`config.mk`:
```
export PLATFORM = sky130hd
export DESIGN_NAME = serial_subtractor
export DESIGN_NICKNAME = d
export VERILOG_FILES = /design/src/rtl/serial_sub_pkg.sv /design/src/rtl/FullSubtractor.sv /design/src/rtl/serial_subtractor.sv
export SDC_FILE = /design/constraint.sdc
export NUM_CORES = 1
export LEC_CHECK = 0
export ABC_AREA = 0
export BUFFER_PORTS_ARGS = -buffer_cell sky130_fd_sc_hd__buf_2
export CORE_UTILIZATION = 54
export CTS_CLUSTER_DIAMETER = 150
export DETAILED_ROUTE_END_ITERATION = 10
export PLACE_DENSITY = 0.78
export SYNTH_ARGS = -nofsm -noshare
export SYNTH_HDL_FRONTEND = slang
export SYNTH_SLANG_ARGS = --single-unit
```
`constraint.sdc`:
```
create_clock -name clk -period 1.5 [get_ports clk]
set_input_delay 0.15 -clock clk [delete_from_list [all_inputs] [get_ports clk]]
set_output_delay 0.15 -clock clk [all_outputs]
set_load 0.02 [all_outputs]
```
`src/rtl/serial_sub_pkg.sv`:
```
// Shared types and constants for the bit-serial subtractor.
package serial_sub_pkg;

  localparam int DEFAULT_WIDTH = 8;

  typedef enum logic {
    IDLE = 1'b0,
    RUN  = 1'b1
  } state_t;

endpackage

```
`src/rtl/FullSubtractor.sv`:
```
// One-bit full subtractor: diff = a - b - b_in, b_out set when a < b + b_in.
// Purely combinational.
module FullSubtractor (
  input  logic a,
  input  logic b,
  input  logic b_in,
  output logic diff,
  output logic b_out
);

  assign diff  = a ^ b ^ b_in;
  assign b_out = (~a & (b | b_in)) | (b & b_in);

endmodule

```
`src/rtl/serial_subtractor.sv`:
```
// Bit-serial a - b - b_in over WIDTH cycles, LSB first, through one FullSubtractor cell.
// Build with SERIAL_SUB_OVF_EN to add the two's-complement overflow output ovf.
module serial_subtractor
  import serial_sub_pkg::*;
#(
  parameter int WIDTH = DEFAULT_WIDTH
) (
  input  logic             clk,
  input  logic             rst,
  input  logic             start,
  input  logic [WIDTH-1:0] a,
  input  logic [WIDTH-1:0] b,
  input  logic             b_in,
  output logic             busy,
  output logic             done,
  output logic [WIDTH-1:0] diff,
  output logic             b_out
`ifdef SERIAL_SUB_OVF_EN
  ,
  output logic             ovf
`endif
);

  localparam int            CW   = $clog2(WIDTH);
  localparam logic [CW-1:0] LAST = CW'(WIDTH - 1);

  state_t           r_state;
  state_t           w_next;
  logic [WIDTH-1:0] r_sa;
  logic [WIDTH-1:0] r_sb;
  logic [WIDTH-1:0] r_sres;
  logic [WIDTH-1:0] r_diff;
  logic             r_brw;
  logic             r_bout;
  logic             r_done;
  logic [CW-1:0]    r_cnt;
  logic             w_cell_diff;
  logic             w_cell_bout;
  logic             w_accept;
  logic             w_last;

  FullSubtractor u_cell (
    .a    (r_sa[0]),
    .b    (r_sb[0]),
    .b_in (r_brw),
    .diff (w_cell_diff),
    .b_out(w_cell_bout)
  );

  assign w_accept = (r_state == IDLE) && start;
  assign w_last   = (r_state == RUN) && (r_cnt == LAST);

  always_ff @(posedge clk) begin
    if (rst) r_state <= IDLE;
    else     r_state <= w_next;
  end

  always_comb begin
    w_next = r_state;
    case (r_state)
      IDLE:    if (start) w_next = RUN;
      RUN:     if (r_cnt == LAST) w_next = IDLE;
      default: w_next = IDLE;
    endcase
  end

  always_ff @(posedge clk) begin
    if (rst) begin
      r_sa   <= '0;
      r_sb   <= '0;
      r_sres <= '0;
      r_diff <= '0;
      r_brw  <= 1'b0;
      r_bout <= 1'b0;
      r_done <= 1'b0;
      r_cnt  <= '0;
    end else begin
      r_done <= 1'b0;
      if (w_accept) begin
        r_sa  <= a;
        r_sb  <= b;
        r_brw <= b_in;
        r_cnt <= '0;
      end else if (r_state == RUN) begin
        // Result bits arrive LSB first, so they enter at the top and shift down.
        r_sres <= {w_cell_diff, r_sres[WIDTH-1:1]};
        r_sa   <= {1'b0, r_sa[WIDTH-1:1]};
        r_sb   <= {1'b0, r_sb[WIDTH-1:1]};
        r_brw  <= w_cell_bout;
        r_cnt  <= r_cnt + CW'(1);
        if (w_last) begin
          r_diff <= {w_cell_diff, r_sres[WIDTH-1:1]};
          r_bout <= w_cell_bout;
          r_done <= 1'b1;
        end
      end
    end
  end

`ifdef SERIAL_SUB_OVF_EN
  logic r_a_msb;
  logic r_b_msb;
  logic r_ovf;

  always_ff @(posedge clk) begin
    if (rst) begin
      r_a_msb <= 1'b0;
      r_b_msb <= 1'b0;
      r_ovf   <= 1'b0;
    end else begin
      if (w_accept) begin
        r_a_msb <= a[WIDTH-1];
        r_b_msb <= b[WIDTH-1];
      end
      // On the last step the cell's diff is the result MSB.
      if (w_last) r_ovf <= (r_a_msb != r_b_msb) && (w_cell_diff != r_a_msb);
    end
  end

  assign ovf = r_ovf;
`endif

  assign busy  = (r_state == RUN);
  assign done  = r_done;
  assign diff  = r_diff;
  assign b_out = r_bout;

endmodule

```
==> flow_summary.html <==
<table>
<tr><th>Metric</th><th>Value</th></tr>
<tr><th colspan="2">Synthesis</th></tr>
<tr><td>Mean instance size in the synthesized netlist</td><td>between 10 and 15 um2</td></tr>
<tr><td>Synthesis-stage register bit count</td><td>38</td></tr>
<tr><td>Syn_nets</td><td>~180</td></tr>
<tr><td>Summed instance area of the synthesized netlist</td><td>between 0.0015 and 0.002 mm2</td></tr>
<tr><td>Syn. warnings</td><td>0</td></tr>
<tr><td>Count of flip-flops with a built-in enable after synthesis</td><td>0</td></tr>
<tr><td>Distinct cells, synth</td><td>24</td></tr>
<tr><td>Post-synthesis instance total</td><td>~160</td></tr>
<tr><td>Sequential-to-total area share from yosys stat</td><td>45.7%</td></tr>
<tr><td>Fraction of registers with async set/reset</td><td>0%</td></tr>
<tr><td>Synth Flop Type</td><td>sky130_fd_sc_hd__dfxtp_1</td></tr>
<tr><th colspan="2">Clock tree</th></tr>
<tr><td>Sinks on Clock Net</td><td>38</td></tr>
<tr><td>Clock insertion delay at the later pin of the skew report</td><td>around 0.33 ns</td></tr>
<tr><td>Total CTS buffers</td><td>5</td></tr>
<tr><td>Clock root cell</td><td>sky130_fd_sc_hd__clkbuf_4</td></tr>
<tr><td>CTS tree</td><td>built</td></tr>
<tr><td>H-Tree Depth</td><td>2</td></tr>
<tr><td>Number of gates resized after cts</td><td>1</td></tr>
<tr><td>Quantity of hold-fixing buffers added after cts</td><td>0</td></tr>
<tr><td>Maximum count of clock buffers along a single path</td><td>2</td></tr>
<tr><td>Setup repair bufs after CTS</td><td>0</td></tr>
<tr><td>Register clock-pin slew on the reported worst setup and hold paths</td><td>0.10 ns</td></tr>
<tr><th colspan="2">Die</th></tr>
<tr><td>Number of rows in the core area</td><td>19</td></tr>
<tr><td>Standard cell core area</td><td>about 0.0028 mm2</td></tr>
<tr><td>Effective utilization at floorplan</td><td>around three fifths</td></tr>
<tr><td>Area of the die</td><td>0.00331 mm2</td></tr>
<tr><td>Top Ports</td><td>31</td></tr>
<tr><td>Die width</td><td>approximately 57 um</td></tr>
<tr><td>Vertical die dimension</td><td>roughly 57 um</td></tr>
<tr><th colspan="2">STA</th></tr>
<tr><td>Worst Clk Skew</td><td>approximately 0.0040 ns</td></tr>
<tr><td>Highest attainable clock frequency</td><td>roughly 0.75 GHz</td></tr>
<tr><td>Total count of hold-check failures in the final report</td><td>0</td></tr>
<tr><td>RSZ-0062 raised after global routing</td><td>false</td></tr>
<tr><td>Share of the clock period used by the worst path after layout</td><td>88.9%</td></tr>
<tr><td>Final setup fails</td><td>0</td></tr>
<tr><td>Final critical delay including setup and external delays</td><td>around 1.3 ns</td></tr>
<tr><td>Tightest Pin Transition</td><td>0.551 ns</td></tr>
<tr><td>Rel. slew slack</td><td>63.2%</td></tr>
<tr><td>Final Max Slew Viols</td><td>0</td></tr>
<tr><th colspan="2">Final layout</th></tr>
<tr><td>Commonest non-fill, non-tap cells in the layout</td><td>sky130_fd_sc_hd__dfxtp_1, sky130_fd_sc_hd__buf_2, sky130_fd_sc_hd__mux2i_1</td></tr>
<tr><td>Final design instance area without fill</td><td>~0.0018 mm2</td></tr>
<tr><td>Area grow syn2layout</td><td>10.5%</td></tr>
<tr><td>Filler Cells Inserted</td><td>between 200 and 250</td></tr>
<tr><td>Most common cell after layout, fill and taps aside</td><td>sky130_fd_sc_hd__dfxtp_1</td></tr>
<tr><td>Diode insertion count for antenna repair</td><td>0</td></tr>
<tr><td>Count of nets after finishing</td><td>roughly 210</td></tr>
<tr><td>Final core area utilization</td><td>about two thirds</td></tr>
<tr><td>Fraction of layout instances using a drive strength above 1</td><td>28.0%</td></tr>
<tr><th colspan="2">Detailed routing</th></tr>
<tr><td>Post-DRT Antenna Nets</td><td>0</td></tr>
<tr><td>Detailed-route via count</td><td>roughly 1200</td></tr>
<tr><td>Number of search-and-repair iterations in the first detailed-routing pass</td><td>8</td></tr>
<tr><td>Wire length per cell</td><td>around 13 um</td></tr>
<tr><td>Total Routed Length</td><td>about 2.8 mm</td></tr>
<tr><td>DRC violations left</td><td>3</td></tr>
<tr><td>DR vias/cell</td><td>around 5.4</td></tr>
<tr><td>Initial DRC Count</td><td>between 40 and 50</td></tr>
<tr><th colspan="2">Global route</th></tr>
<tr><td>First-pass GRT wire length</td><td>4.58 mm</td></tr>
<tr><td>Overall Global Routing Usage</td><td>a little under a fifth</td></tr>
<tr><td>Overflow left after global routing</td><td>0</td></tr>
<tr><td>Vias in the first global route</td><td>between 1000 and 1500</td></tr>
<tr><td>Antenna violations before repair</td><td>0</td></tr>
<tr><td>Pin count of the biggest net entering global routing</td><td>43</td></tr>
<tr><th colspan="2">Setup path</th></tr>
<tr><td>Slack of the worst reg-to-reg path</td><td>roughly 0.17 ns</td></tr>
<tr><td>Delay of the slowest cell on the worst path</td><td>0.39 ns</td></tr>
<tr><td>Type of destination of the critical path</td><td>flop</td></tr>
<tr><td>Cell family with most CP delay</td><td>adder cells</td></tr>
<tr><td>Worst Path Arrival</td><td>~1.6 ns</td></tr>
<tr><td>Number of buffer and inverter instances along the worst setup path</td><td>0</td></tr>
<tr><td>CP required</td><td>around 1.8 ns</td></tr>
<tr><td>Type of element launching the critical path</td><td>flop</td></tr>
<tr><td>CP cell instances</td><td>ha_1 -&gt; ha_2 -&gt; a21oi_1 -&gt; a311oi_1</td></tr>
<tr><td>Worst Setup Path Type</td><td>flop to flop</td></tr>
<tr><td>CP max stage cell</td><td>sky130_fd_sc_hd__ha_2</td></tr>
<tr><td>Worst-path maximum fanout</td><td>20</td></tr>
<tr><th colspan="2">Flow run</th></tr>
<tr><td>Max-capacitance violation count</td><td>0</td></tr>
<tr><th colspan="2">Status</th></tr>
<tr><td>Result of the run</td><td>finished, violations left</td></tr>
<tr><td>Violations in the final reports</td><td>design-rule violations</td></tr>
<tr><th colspan="2">Min path</th></tr>
<tr><td>Type of the tightest min-delay check</td><td>input pin to flop</td></tr>
<tr><th colspan="2">Placement</th></tr>
<tr><td>Placed standard-cell area</td><td>around 0.0018 mm2</td></tr>
<tr><td>Detailed-placement wirelength estimate</td><td>~1.9 mm</td></tr>
<tr><td>Total of buffers placed on input and output ports</td><td>30</td></tr>
<tr><td>GP Congestion</td><td>0.714</td></tr>
<tr><th colspan="2">Pwr</th></tr>
<tr><td>Leakage power</td><td>just under 0.0008 uW</td></tr>
<tr><td>Final Total Pwr</td><td>1810 uW</td></tr>
<tr><td>Maximum resistive drop on vdd</td><td>0.000762 V</td></tr>
<tr><td>Ratio of total power to cell area</td><td>between 900 and 1000 mW/mm2</td></tr>
</table>
[sequential cells by signal, summed over array words and instances (netlist names)]
signal,flops
b_out,1
r_brw,1
done,1
diff,8
r_sb,8
busy,1
r_sres,7
r_cnt,3
r_sa,8
[power breakdown]
| part | internal [uW] | switching, uW | total (uW) |
|---|---|---|---|
| clock | 177 | 303 | 480 |
| combinational | 114 | 130 | 244 |
| sequential | 1060 | 30.4 | 1090 |
| total | 1350 | 463 | 1810 |
[final cells by class]
type | count | area (um2) | area share (%)
multi-input cells | 106 | 801 | 43.6
clock buffers | 7 | 45.0 | 2.45
flip-flops and latches | 38 | 761 | 41.4
repair buffers | 33 | 185 | 10.1
well taps | 31 | 38.8 | 2.11
inverters | 2 | 7.51 | 0.408
[worst min-delay path, stage by stage]
cell and delay (ns):
sky130_fd_sc_hd__buf_2 0.08, sky130_fd_sc_hd__mux2i_1 0.05, sky130_fd_sc_hd__nor3_1 0.12
[metal layers]
metal / wire length (um) / global-route usage, % / share of wire, %
met5: 0 / 0 / 0
met4: 40 / 7.32 / 1.4
met3: 128 / 4.76 / 4.5
met2: 1260 / 28.2 / 45
met1: 1400 / 24.3 / 49
[worst paths after layout]
| check | cells past startpoint | startpoint | endpoint |
|---|---|---|---|
| setup / recovery | 4 | r_cnt[0] | diff[7] |
| hold / removal | 3 | a[7] | r_sa[7] |
| setup reg to reg | 4 | r_cnt[0] | diff[7] |
| hold reg to reg | 2 | r_sres[5] | diff[4] |
[cells by family after synthesis]
family	share of synthesized area (%)
buffers and inverters	6.24
adders and majority gates	2.71
and+or+nand+nor	13.8
AOI/OAI and AO/OA	17.6
DFF	45.7
muxes	13.8
[synthesized netlist by cell type, types with 5 or more instances]
library cell	count	share of area [%]
sky130_fd_sc_hd__mux2i_1	23	14
sky130_fd_sc_hd__nor2_1	8	1.8
sky130_fd_sc_hd__a21oi_1	12	3.6
sky130_fd_sc_hd__a211oi_1	13	5.9
sky130_fd_sc_hd__a21bo_2	8	4.8
sky130_fd_sc_hd__buf_2	5	1.5
sky130_fd_sc_hd__nand3_1	8	2.4
sky130_fd_sc_hd__nor2b_1	15	5.6
sky130_fd_sc_hd__dfxtp_1	38	46
[stage by stage]
stage	setup WS (ns)	std cells	hold WS (ns)	TNS, ns
6_report	0.167	217	0.113	0
5_1_grt	0.0648	217	0.127	0
4_1_cts	0.168	217	0.111	0
3_5_place_dp	-0.00690	210	0.471	-0.00690
3_3_place_gp	0.0591	210	0.441	0
2_1_floorplan	0.297	161	0.332	0
No activity file was read; power rests on OpenSTA's default activity.
